[config.mk]
export PLATFORM = sky130hd
export DESIGN_NAME = vending_param
export DESIGN_NICKNAME = d
export VERILOG_FILES = /design/src/rtl/vending_param.sv
export SDC_FILE = /design/constraint.sdc
export NUM_CORES = 1
export LEC_CHECK = 0
export ABC_AREA = 1
export BUFFER_PORTS_ARGS = -buffer_cell sky130_fd_sc_hd__buf_4
export CAP_MARGIN = 20
export CORE_UTILIZATION = 45
export DETAILED_ROUTE_END_ITERATION = 10
export GPL_ROUTABILITY_DRIVEN = 0
export PLACE_DENSITY = 0.72
export SLEW_MARGIN = 0
export SYNTH_ARGS = -nofsm -noshare
export SYNTH_HDL_FRONTEND = slang
export SYNTH_SLANG_ARGS = --single-unit
[constraint.sdc]
create_clock -name Clk -period 2.4 [get_ports Clk]
set_input_delay 0.24 -clock Clk [delete_from_list [all_inputs] [get_ports Clk]]
set_output_delay 0.24 -clock Clk [all_outputs]
set_load 0.1 [all_outputs]
[src/rtl/vending_param.sv]
// -----------------------------------------------------------------------------
// vending_param
//   Parametrised vending controller. It accepts nickel, dime and quarter pulses
//   and accumulates credit. It vends on BUY, then pays change one coin per cycle
//   using greedy Q/D/N selection. It also supports CANCEL (full refund), coin
//   rejection and an over-credit limit.
//
//   Optional feature macro: AUTO_VEND_EN
//     defined   : ACCUM enters VEND on the edge after credit reaches PRICE,
//                 BUY is ignored, CANCEL is honoured only while credit < PRICE.
//     undefined : VEND is entered only through BUY.
//
// Ports
//   Clk     in   clock, all logic on posedge
//   RST     in   synchronous active-high reset
//   N/D/Q   in   coin inserted (1-cycle pulses)
//   BUY     in   purchase request (1-cycle pulse)
//   CANCEL  in   refund request (1-cycle pulse)
//   CAN     out  dispense product (high for the single VEND cycle)
//   CHG_N/D/Q out pay out one coin of that kind this cycle
//   CREDIT  out  registered credit
//   REJ     out  coin presented this cycle is returned uncounted (combinational)
//   BUSY    out  high while in VEND or CHANGE
// -----------------------------------------------------------------------------
module vending_param #(
    parameter int PRICE      = 30,
    parameter int VAL_N      = 5,
    parameter int VAL_D      = 10,
    parameter int VAL_Q      = 25,
    parameter int CREDIT_W   = 7,
    parameter int MAX_CREDIT = 95
) (
    input  logic                Clk,
    input  logic                RST,
    input  logic                N,
    input  logic                D,
    input  logic                Q,
    input  logic                BUY,
    input  logic                CANCEL,
    output logic                CAN,
    output logic                CHG_N,
    output logic                CHG_D,
    output logic                CHG_Q,
    output logic [CREDIT_W-1:0] CREDIT,
    output logic                REJ,
    output logic                BUSY
);

    localparam logic [CREDIT_W-1:0] W_PRICE = CREDIT_W'(PRICE);
    localparam logic [CREDIT_W-1:0] W_VAL_N = CREDIT_W'(VAL_N);
    localparam logic [CREDIT_W-1:0] W_VAL_D = CREDIT_W'(VAL_D);
    localparam logic [CREDIT_W-1:0] W_VAL_Q = CREDIT_W'(VAL_Q);
    localparam logic [CREDIT_W:0]   W_MAX   = (CREDIT_W+1)'(MAX_CREDIT);

    typedef enum logic [1:0] {
        S_IDLE   = 2'd0,
        S_ACCUM  = 2'd1,
        S_VEND   = 2'd2,
        S_CHANGE = 2'd3
    } state_t;

    state_t              r_state;
    state_t              w_state_next;
    logic [CREDIT_W-1:0] r_credit;
    logic [CREDIT_W-1:0] w_credit_next;

    // ------------------------------------------------------------------
    // Coin decode
    // ------------------------------------------------------------------
    logic [2:0]          w_coin;
    logic                w_coin_any;
    logic                w_coin_valid;
    logic [CREDIT_W-1:0] w_coin_val;
    logic [CREDIT_W:0]   w_sum;
    logic                w_fits;
    logic                w_accept;

    assign w_coin     = {Q, D, N};
    assign w_coin_any = |w_coin;
    // One-hot test: a nonzero vector with a single bit set.
    assign w_coin_valid = w_coin_any && ((w_coin & (w_coin - 3'd1)) == 3'd0);
    assign w_coin_val   = Q ? W_VAL_Q : (D ? W_VAL_D : W_VAL_N);
    // One extra bit so that the limit compare cannot wrap.
    assign w_sum  = {1'b0, r_credit} + {1'b0, w_coin_val};
    assign w_fits = (w_sum <= W_MAX);

    // ------------------------------------------------------------------
    // Change coin selection (Moore, from registered credit)
    // ------------------------------------------------------------------
    logic                w_sel_q;
    logic                w_sel_d;
    logic [CREDIT_W-1:0] w_chg_val;
    logic [CREDIT_W-1:0] w_after_price;
    logic [CREDIT_W-1:0] w_after_chg;

    assign w_sel_q       = (r_credit >= W_VAL_Q);
    assign w_sel_d       = !w_sel_q && (r_credit >= W_VAL_D);
    assign w_chg_val     = w_sel_q ? W_VAL_Q : (w_sel_d ? W_VAL_D : W_VAL_N);
    assign w_after_price = r_credit - W_PRICE;
    assign w_after_chg   = r_credit - w_chg_val;

    // ------------------------------------------------------------------
    // Decisions taken in ACCUM (CANCEL > BUY > coin in manual mode)
    // ------------------------------------------------------------------
    logic w_go_vend;
    logic w_go_cancel;
    logic w_price_met;

    assign w_price_met = (r_credit >= W_PRICE);

`ifdef AUTO_VEND_EN
    // Reaching the price wins over everything; CANCEL only matters below it.
    logic w_unused_buy;
    assign w_unused_buy = BUY;
    assign w_go_vend    = (r_state == S_ACCUM) && w_price_met;
    assign w_go_cancel  = (r_state == S_ACCUM) && !w_price_met && CANCEL;
`else
    assign w_go_cancel  = (r_state == S_ACCUM) && CANCEL;
    assign w_go_vend    = (r_state == S_ACCUM) && !CANCEL && BUY && w_price_met;
`endif

    // ------------------------------------------------------------------
    // State register
    // ------------------------------------------------------------------
    always_ff @(posedge Clk) begin
        if (RST) begin
            r_state  <= S_IDLE;
            r_credit <= '0;
        end else begin
            r_state  <= w_state_next;
            r_credit <= w_credit_next;
        end
    end

    // ------------------------------------------------------------------
    // Next-state logic
    // ------------------------------------------------------------------
    always_comb begin
        w_state_next  = r_state;
        w_credit_next = r_credit;
        w_accept      = 1'b0;
        case (r_state)
            S_IDLE, S_ACCUM: begin
                if (w_go_cancel) begin
                    w_state_next = S_CHANGE;
                end else if (w_go_vend) begin
                    w_state_next = S_VEND;
                end else if (w_coin_valid && w_fits) begin
                    w_accept      = 1'b1;
                    w_credit_next = w_sum[CREDIT_W-1:0];
                    w_state_next  = S_ACCUM;
                end
            end
            S_VEND: begin
                w_credit_next = w_after_price;
                w_state_next  = (w_after_price != '0) ? S_CHANGE : S_IDLE;
            end
            S_CHANGE: begin
                w_credit_next = w_after_chg;
                w_state_next  = (w_after_chg != '0) ? S_CHANGE : S_IDLE;
            end
            default: begin
                w_state_next  = S_IDLE;
                w_credit_next = '0;
            end
        endcase
    end

    // ------------------------------------------------------------------
    // Output decode. Everything except REJ comes from registered state
    // and credit, so these outputs are glitch-free.
    // ------------------------------------------------------------------
    always_comb begin
        CAN   = 1'b0;
        CHG_Q = 1'b0;
        CHG_D = 1'b0;
        CHG_N = 1'b0;
        BUSY  = 1'b0;
        case (r_state)
            S_VEND: begin
                CAN  = 1'b1;
                BUSY = 1'b1;
            end
            S_CHANGE: begin
                CHG_Q = w_sel_q;
                CHG_D = w_sel_d;
                CHG_N = !w_sel_q && !w_sel_d;
                BUSY  = 1'b1;
            end
            default: begin
                BUSY = 1'b0;
            end
        endcase
    end

    assign REJ    = w_coin_any && !w_accept;
    assign CREDIT = r_credit;

endmodule
==> metrics, run 1 <==
CORE AREA=2805 sq um; global-route wire length before repair=about 6800 microns; Syn Area/Cell=a little under 6 sq um; vias in the first global route=around 1,500; crit path cell chain=inv_6 -> ha_4 -> nand2_2 -> a21oi_2 -> nand2_1 -> ha_2 -> fa_2 -> nand3b_1 -> nand2_2 -> xnor2_2 -> nor2_1 -> nor2_1 -> nand3_1 -> nand2_1 -> a21oi_2; Total GRT Usage=between 20% and 30%; crit path kind=register to register; DP HPWL=roughly 3300 microns; Max Cap Viol=0; Cell Area, Synth=1365 sq um; maximum clock frequency=between 400 and 500 MHz; max-slew violations=0; Critical Path Max Stage Delay=about 0.35 ns; failing checks=design-rule violations, negative setup slack; Synth top area share=about 18%; top cell type by total area after synthesis=nand2_1; RSZ-0062 raised after global routing=yes; Routed WL per cell=13.85 microns; setup TNS=-0.09724 ns; H-tree Lvls=1; clock-pin transition on the worst setup and hold timing paths=around 0.06 ns; outcome=finished with violations; post-detailed-route via-to-cell ratio=about 5.5; synthesis-to-finish area growth=40.15%; commonest cells after routing, fill and taps aside=nand2_1 (58), buf_4 (38), inv_1 (31); register area share after synthesis=13.20%; initial antenna violation count=0; Layout Skew=between 0.001 and 0.0015 ns; DRT Wirelength=between 4000 and 5000 microns; pin count of the biggest net entering global routing=12; worst-skew pair later-pin latency=about 0.27 ns; Slew @ Worst Pin=0.4628 ns; initial drt markers=95; CTS Buf Count=3; Final Hold Viols=0; fill count=277; Core Rows=19; Slew Limit Headroom=between 60 and 70%; ranking of synthesized cells by area=nand2_1 (18%), dfxtp_1 (13%), ha_1 (11%), inv_1 (9.3%), nand3_1 (8.8%); setup slack after layout=-0.03309 ns; Ys Warns=0; DR top layer=met4; ANT nets after route=0; Post-Route Utilization=approximately 68%; layout cells sized above 1=a little over a third; Arr. time, crit path=roughly 2.6 ns; CTS Hold Bufs=0; WL met2=~2000 microns; grt total ovfl=0; DRC errors left=6; fin crit share=101.4%; CTS Sinks=9; Die Wd=57.08 microns; Min-Delay Path Class=primary input to register; root buffer cell=clkbuf_4; Syn Nets=about 260; Layout Nets=298; CP startpoint kind=register; antenna diode count=0; Synth Instances=approximately 240; Longest Clk Path Bufs=2; post-synth cell types=32; setup violators final=4; Crit path required time=between 2 and 3 ns; WHS Path Cells=4; CP endpoint kind=register; R2R depth=15; CTS tree=done; CP max stage cell=dfxtp_4; vias=1,686; I/O pin cnt=20; Yosys reg bits=9; commonest non-fill, non-tap cell in the layout=nand2_1; Initial Util=48.66%; crit-path max FO=4; Port Buffers=19; drt pass-1 iters=7; chip height=approximately 57 microns; met3 wire len=317 microns; minimum clock period=2.433 ns; met1 WL=1849 microns; die area=around 3300 sq um
## worst paths after layout
path              start          to  slack, ns
min reg2reg  r_state[0]  r_state[0]       0.58
max           CREDIT[1]   CREDIT[4]      -0.03
max reg2reg   CREDIT[1]   CREDIT[4]      -0.03
min                 RST  r_state[1]       0.38
## logic make-up (layout without fill, tap and decap cells)
group                      after synthesis  in the layout  synth area share [%]
AOI/OAI and AO/OA                       26             26                 11.55
xor gates and xnor gates                 4              4                 2.567
adders and majority gates               14             14                 13.93
buffers and inverters                   42             82                 12.37
DFF                                      9              9                 13.20
and+or+nand+nor                        141            141                 46.38
## Yosys cell counts
master,count
inv_1,34
xor2_1,1
a21oi_4,1
o2111ai_1,1
o31ai_1,1
inv_2,4
a21oi_1,13
xnor2_1,3
o21ai_1,1
o22ai_1,2
o21ai_0,5
nand2_1,65
nand4_1,7
buf_4,1
dfxtp_1,9
nand3b_1,1
clkbuf_1,1
nor4_2,1
o21ai_2,2
nand3_1,24
or2_1,1
nand2_4,2
nand2_2,4
buf_6,1
ha_1,12
clkinv_1,1
nor2b_1,1
nor2_1,31
fa_1,2
or2_2,1
nand3_2,1
nor2_2,2
## metrics by stage
step	instances	area, sq um	hold WS [ns]	setup WS (ns)
2_1_floorplan	236	1450	0.4648	-0.1266
3_3_place_gp	302	1752	0.5634	0.01868
3_5_place_dp	302	1752	0.5618	0.009434
4_1_cts	306	1807	0.3668	0.0005038
5_1_grt	307	1913	0.4143	-0.1754
6_report	307	1913	0.3762	-0.03309
## registers in the layout, summed over array words and instances (netlist names)
| register | cells |
|---|---|
| CREDIT | 7 |
| r_state | 2 |
## worst max-delay path, delay by kind of cell (launching register included)
kind | cells | cell delay (ns)
simple gates | 8 | 0.87
fa+ha+maj | 3 | 0.67
flops | 1 | 0.35
compound gates | 2 | 0.23
xor+xnor | 1 | 0.14
buf+inv | 1 | 0.06
## layout make-up
type / count / area [sq um] / share of cell area [%]
well taps: 31 / 38.79 / 2.027
inverters: 39 / 153.9 / 8.045
clock buffers: 4 / 26.28 / 1.373
multi-input cells: 185 / 1196 / 62.52
flip-flops and latches: 9 / 201.4 / 10.53
repair buffers: 39 / 296.5 / 15.50
## what timing repair did
item,CTS,global route
pin swaps,2,11
endpoints found under the setup margin,3,7
buffers inserted,0,1
gates resized for setup,5,21
## per-layer routing
layer | track usage, % | vias to the layer above
met2 | 45.38 | 75
met1 | 36.67 | 763
li1 | - | 837
met3 | 2.721 | 11
met4 | 9.059 | 0
met5 | 0 | -
Power of run 1 is left out: the tool's default activity adds up to more than one toggle a clock period on the data nets, which glitch-free logic cannot reach.
==> inputs of run 2 (changes only) <==
ABC_AREA = default   (was 1)
==> metrics, run 2 <==
outcome=finished with violations; Crit path required time=2.56 ns (about the same); DP Cell Count=270 (-11%); worst-skew pair later-pin latency=0.27 ns (about the same); setup slack after layout=-0.1593 ns (-0.1262 ns); H-tree Lvls=1 (unchanged); drt pass-1 iters=4 (-3); Final Hold Viols=0 (unchanged); Core Rows=20 (+1); fin crit share=106.6% (+5.3 points); CTS tree=done; Cell Area, Synth=1420 sq um (+4.0%); Most used DFF post-synth=dfxtp_1; initial drt markers=81 (-15%); HP Start=RST; total power=between 2 and 3 mW; die area=3384 sq um (+3.9%); fill count=213 (-23%); DRT Wirelength=4490 microns (+5.6%); Ys Warns=0 (unchanged); placed instance area=1911 sq um (+9.1%); PwrDens=between 1000 and 1500 nW/um^2; crit-path max FO=4 (unchanged); max FFs per register=7 (unchanged); Synth top area share=12.69% (-5.2 points); RSZ-0062 raised after global routing=yes; hold_ws=0.2536 ns (-0.1226 ns); max-slew violations=0 (unchanged); setup TNS=-0.6417 ns (-0.5444 ns); chip height=58.18 microns (+1.9%); Post-Route Utilization=72.40% (+4.2 points); commonest non-fill, non-tap cell in the layout=buf_4; leakage power=about 0.87 nW; Total GRT Usage=26.07% (-1.1 points); Port Buffers=19 (unchanged); CP endpoint kind=register; CTS Hold Bufs=0 (unchanged); DP HPWL=3222 microns (-1.2%); Max Cap Viol=0 (unchanged); Layout Nets=263 (-12%); Slew @ Worst Pin=0.6335 ns (+0.1707 ns); failing checks=negative setup slack; minimum clock period=2.559 ns (+0.1262 ns); VDD IR max=980.2 uV; Reg2Reg Setup Slack=-0.16 ns (-0.13 ns); worst setup path end=r_state[1]; Final Cell Area=2192 sq um (+15%); WHS Path Cells=2 (-2); Slew Limit Headroom=57.71% (-11 points); vias=1,626 (-3.6%); crit path cell chain=inv_4 -> ha_4 -> a21oi_1 -> nor2_2 -> nand2_2 -> ha_4 -> fa_2 -> nand2b_4 -> a21o_1 -> mux2i_2 -> a22oi_2 -> nor3_2 -> nor3_1; Non-Filler Instances=285 (-7.2%); CTS Sinks=9 (unchanged); setup violators final=7 (+3); Yosys reg bits=9 (unchanged); Longest Clk Path Bufs=2 (unchanged); maximum clock frequency=390.7 MHz (-4.9%); register area share after synthesis=12.69% (-0.51 points); Die Wd=58.18 microns (+1.9%); vias in the first global route=1,523 (+0.46%); ANT nets after route=0 (unchanged); top cell type by total area after synthesis=dfxtp_1; Layout Skew=0.0008173 ns (-0.0002193 ns); most used cell, CP=ha_4; CORE AREA=3028 sq um (+7.9%); root buffer cell=clkbuf_4; CTS Buf Count=3 (unchanged); CP startpoint kind=register; synthesis-to-finish area growth=54.36%; Min-Delay Path Class=primary input to register; FF-to-FF Start=CREDIT[1]; crit path kind=register to register; antenna diode count=0 (unchanged); list of most frequent post-synthesis cells=nor2_1 (18), inv_1 (13), ha_1 (12), o21ai_0 (12); EDFF count, synth=0 (unchanged); Arr. time, crit path=2.72 ns (+0.13 ns); CP startpoint=CREDIT[1]; Routed WL per cell=15.75 microns (+14%); layout cells sized above 1=52.28% (+16 points); pin count of the biggest net entering global routing=21 (+9); ranking of synthesized cells by area=dfxtp_1 (13%), ha_1 (11%), nor2_1 (4.8%), o21ai_0 (4.2%), a21oi_1 (3.5%); top-count cell post-synth=nor2_1; grt total ovfl=0 (unchanged); initial antenna violation count=0 (unchanged); post-detailed-route via-to-cell ratio=5.705 (+3.9%); Syn Area/Cell=7.676 sq um (+33%); CP max stage cell=fa_2; post-synth cell types=57 (+78%); global-route wire length before repair=6837 microns (+0.29%); commonest cells after routing, fill and taps aside=buf_4 (58), nor2_1 (15), a21oi_1 (9), inv_1 (9), o21ai_0 (9); R2R depth=13 (-2); clock-pin transition on the worst setup and hold timing paths=0.07 ns (about the same); Critical Path Max Stage Delay=0.40 ns (+0.05 ns); Setup WS pre-CTS=-0.2303 ns (-0.2397 ns); Synth Instances=185 (-22%); Syn Nets=206 (-20%); I/O pin cnt=20 (unchanged); FF-to-FF End=r_state[1]; Initial Util=46.90% (-1.8 points); DRC errors left=0 (-6); ys async rst share=0% (unchanged)
-- run 2: changes by cell type after synthesis, moves of 5 or more --
cell,change
nor2_1,-13
o21ai_0,+7
nor3_1,+8
nand4_1,-5
nand2_1,-55
nand3_1,-18
clkbuf_1,+7
inv_1,-21
nand2b_1,+5
-- run 2: worst max-delay path: cells and delay by family, from the launching register on --
family                     cells  cell delay (ns)
AOI/OAI and AO/OA              3             0.38
adders and majority gates      3             0.71
buffers and inverters          1             0.06
DFF                            1             0.36
muxes                          1             0.20
and+or+nand+nor                5             0.71
-- run 2: worst min path at each step --
stage	endpoint	slack (ns)
floorplan	CREDIT[0]	0.39
global placement	CREDIT[3]	0.49
detailed placement	CREDIT[3]	0.50
CTS	CREDIT[4]	0.23
global route	CREDIT[4]	0.26
finish	CREDIT[4]	0.25
-- run 2: repair_timing --
item | in CTS | in global routing
gates resized for setup | 17 | 20
setup endpoints to repair | 8 | 10
pin swaps | 13 | 20
setup buffers | 7 | 4
-- run 2: metal layers --
layer,vias to the layer above,wire [microns],global-route usage [%]
met1,784,2024,31.20
li1,796,-,-
met2,40,2275,48.93
met4,0,49,3.061
met3,6,141,5.357
met5,-,0,0
-- run 2: final cells by class --
cell class	instances	area [sq um]	area share (%)
Sequential cell	9	206.4	9.418
Tap cell	44	55.05	2.511
Multi-Input combinational cell	152	1350	61.59
Inverter	13	53.80	2.454
Timing Repair Buffer	63	500.5	22.83
Clock buffer	4	26.28	1.199
-- run 2: cell families (layout without fill, tap and decap cells) --
group                      count (synthesis)  after routing  synth area share (%)
DFF                                        9              9                 12.69
buffers and inverters                     24             80                 7.049
and+or+nand+nor                           73             73                 31.90
muxes                                      4              4                 2.819
AOI/OAI and AO/OA                         53             53                 27.23
adders and majority gates                 14             14                 13.39
xor gates and xnor gates                   8              8                 4.934
-- run 2: where the power goes --
part	internal [mW]	switching (mW)	total (mW)
sequential	0.205	0.0559	0.261
clock	0.0645	0.0614	0.126
combinational	1.10	1.34	2.44
Note: power is estimated with default switching activity, not from simulation.
==> inputs of run 3 (changes only) <==
==> constraint.sdc (replaced) <==
create_clock -name Clk -period 2.4 [get_ports Clk]
set_input_delay 0.6 -clock Clk [delete_from_list [all_inputs] [get_ports Clk]]
set_output_delay 0.6 -clock Clk [all_outputs]
set_load 0.1 [all_outputs]
==> metrics, run 3 (synthesis gave the netlist of run 2 again) <==
outcome=finished with violations; failing checks=negative setup slack; Crit path required time=1.80 ns (-0.76 ns); initial antenna violation count=0 (unchanged); Psw=1.469 mW (+1.1%); setup slack after layout=-0.6765 ns (-0.5172 ns); Slew Limit Headroom=66.84% (+9.1 points); H-tree Lvls=1 (unchanged); die area=3384 sq um (unchanged); sequential power share=9.0% (-0.2 points); VDD IR max=972.7 uV (-0.77%); placed instance area=2069 sq um (+8.3%); setup violators final=10 (+3); crit-path leading delay family=compound AO/OA/AOI/OAI gates; vias=1,659 (+2.0%); max-slew violations=0 (unchanged); fin crit share=128.2% (+22 points); clock-pin transition on the worst setup and hold timing paths=0.07 ns (about the same); Internal=1.373 mW (about the same); maximum clock frequency=325.0 MHz (-17%); hold_ws=0.5780 ns (+0.3244 ns); CTS Sinks=9 (unchanged); root buffer cell=clkbuf_4; pin count of the biggest net entering global routing=21 (unchanged); grt total ovfl=0 (unchanged); ANT nets after route=0 (unchanged); CTS tree=done; Final Hold Viols=0 (unchanged); max FFs per register=7 (unchanged); Layout Nets=267 (+1.5%); Min-Delay Path Class=register to register; commonest cells after routing, fill and taps aside=buf_4 (58), nor2_1 (12), o21ai_0 (10); DP Cell Count=280 (+3.7%); fill count=214 (+0.47%); layout cells sized above 1=53.88% (+1.6 points); Layout Skew=0.01298 ns (+0.01217 ns); CORE AREA=3028 sq um (unchanged); worst-skew pair later-pin latency=0.27 ns (about the same); Total GRT Usage=28.43% (+2.4 points); DP HPWL=3428 microns (+6.4%); synthesis-to-finish area growth=60.79%; Die Wd=58.18 microns (unchanged); Max Cap Viol=0 (unchanged); drt pass-1 iters=4 (unchanged); leakage power=0.9128 nW (+4.6%); Non-Filler Instances=289 (+1.4%); CTS Buf Count=3 (unchanged); HP Start=CREDIT[2]; Setup WS pre-CTS=-0.8200 ns (-0.5897 ns); Routed WL per cell=16.33 microns (+3.6%); Final Cell Area=2283 sq um (+4.2%); antenna diode count=0 (unchanged); Net Sw Frac=51.69% (+0.29 points); crit path cell chain=buf_6 -> or2_4 -> inv_2 -> ha_4 -> buf_6 -> a21oi_4 -> a21oi_2 -> a2111oi_4 -> nor3b_4 -> a2bb2oi_4 -> buf_12; Initial Util=46.90% (unchanged); I/O pin cnt=20 (unchanged); combinational power share=86.6% (+0.3 points); DRT Wirelength=4718 microns (+5.1%); Port Buffers=19 (unchanged); CP startpoint=Q; chip height=58.18 microns (unchanged); global-route wire length before repair=7410 microns (+8.4%); crit-path max FO=3 (-1); initial drt markers=93 (+15%); Arr. time, crit path=2.48 ns (-0.24 ns); post-detailed-route via-to-cell ratio=5.740 (+0.62%); DRC errors left=0 (unchanged); commonest non-fill, non-tap cell in the layout=buf_4; PwrDens=1245 nW/um^2 (-3.5%); RSZ-0062 raised after global routing=yes; CP max stage cell=a2111oi_4; crit path kind=primary input to output port; Core Rows=20 (unchanged); Critical Path Max Stage Delay=0.32 ns (-0.08 ns); vias in the first global route=1,615 (+6.0%); FF-to-FF Start=CREDIT[1]; Buf/Inv on CP=4 (+3); most used cell, CP=buf_6; CTS Hold Bufs=0 (unchanged); Slew @ Worst Pin=0.4969 ns (-0.1366 ns); minimum clock period=3.076 ns (+0.5172 ns); proportion of power drawn by the clock network=4.4% (about the same); CP endpoint kind=output port; Longest Clk Path Bufs=2 (unchanged); CP startpoint kind=primary input
run 3: changes by cell type in the layout (fill, tap and decap cells not counted), moves of 2 or more:
cell and change:
buf_6 +2, ha_4 -2, nor2_4 +4, inv_4 -2
a211oi_1 +2, inv_2 +2, nor2_1 -3, nand2_2 -3
a211oi_2 -2, nand2_4 +2
run 3: path summary, 6_finish.rpt:
kind	end	slack [ns]	cells past startpoint
max	REJ	-0.68	11
min	CREDIT[2]	0.58	1
max reg2reg	CREDIT[6]	-0.26	14
min reg2reg	CREDIT[2]	0.58	1
run 3: cell type report:
type	count	area [sq um]	share of cell area, %
well taps	44	55.05	2.411
repair buffers	67	558.0	24.44
clock buffers	4	26.28	1.151
multi-input cells	152	1384	60.60
flip-flops and latches	9	206.4	9.041
inverters	13	53.80	2.356
run 3: through the flow:
stage / TNS, ns / power [mW] / util (%)
2_1_floorplan: -1.950 / 1.742 / -
3_3_place_gp: -4.162 / 2.347 / 68.35
3_5_place_dp: -4.829 / 2.412 / 68.35
4_1_cts: -2.124 / 2.745 / 73.93
5_1_grt: -3.050 / 3.017 / 75.41
6_report: -2.079 / 2.843 / 75.41
run 3: per-layer routing:
metal,track usage [%],wire length (microns)
met1,36.27,2000
met2,50.25,2428
met4,5.102,70
met3,5.134,219
met5,0,0
run 3: repair_timing:
| item | 4_1_cts | 5_1_grt |
|---|---|---|
| setup endpoints to repair | 10 | 13 |
| pin swaps | 17 | 8 |
| setup buffers | 6 | 1 |
| gates resized for setup | 21 | 11 |
run 3: worst reg2reg max path, cell delays in order, from the launching register on:
cell and delay, ns:
dfxtp_4 0.38, inv_6 0.08, ha_4 0.14, o21ai_2 0.05, a211o_4 0.37, nand2_4 0.08
inv_1 0.05, fa_2 0.36, nand2b_4 0.16, a211oi_2 0.24, o32ai_2 0.17, buf_4 0.17
nor4_1 0.17, a21oi_1 0.06, o211ai_1 0.10
run 3: power by group through the flow:
stage / Clock, mW / Sequential, mW / Combinational, mW
2_1_floorplan: 0 / 0.498 / 1.24
3_3_place_gp: 0 / 0.254 / 2.09
4_1_cts: 0.123 / 0.255 / 2.37
3_5_place_dp: 0 / 0.256 / 2.16
6_report: 0.125 / 0.256 / 2.46
5_1_grt: 0.138 / 0.261 / 2.62
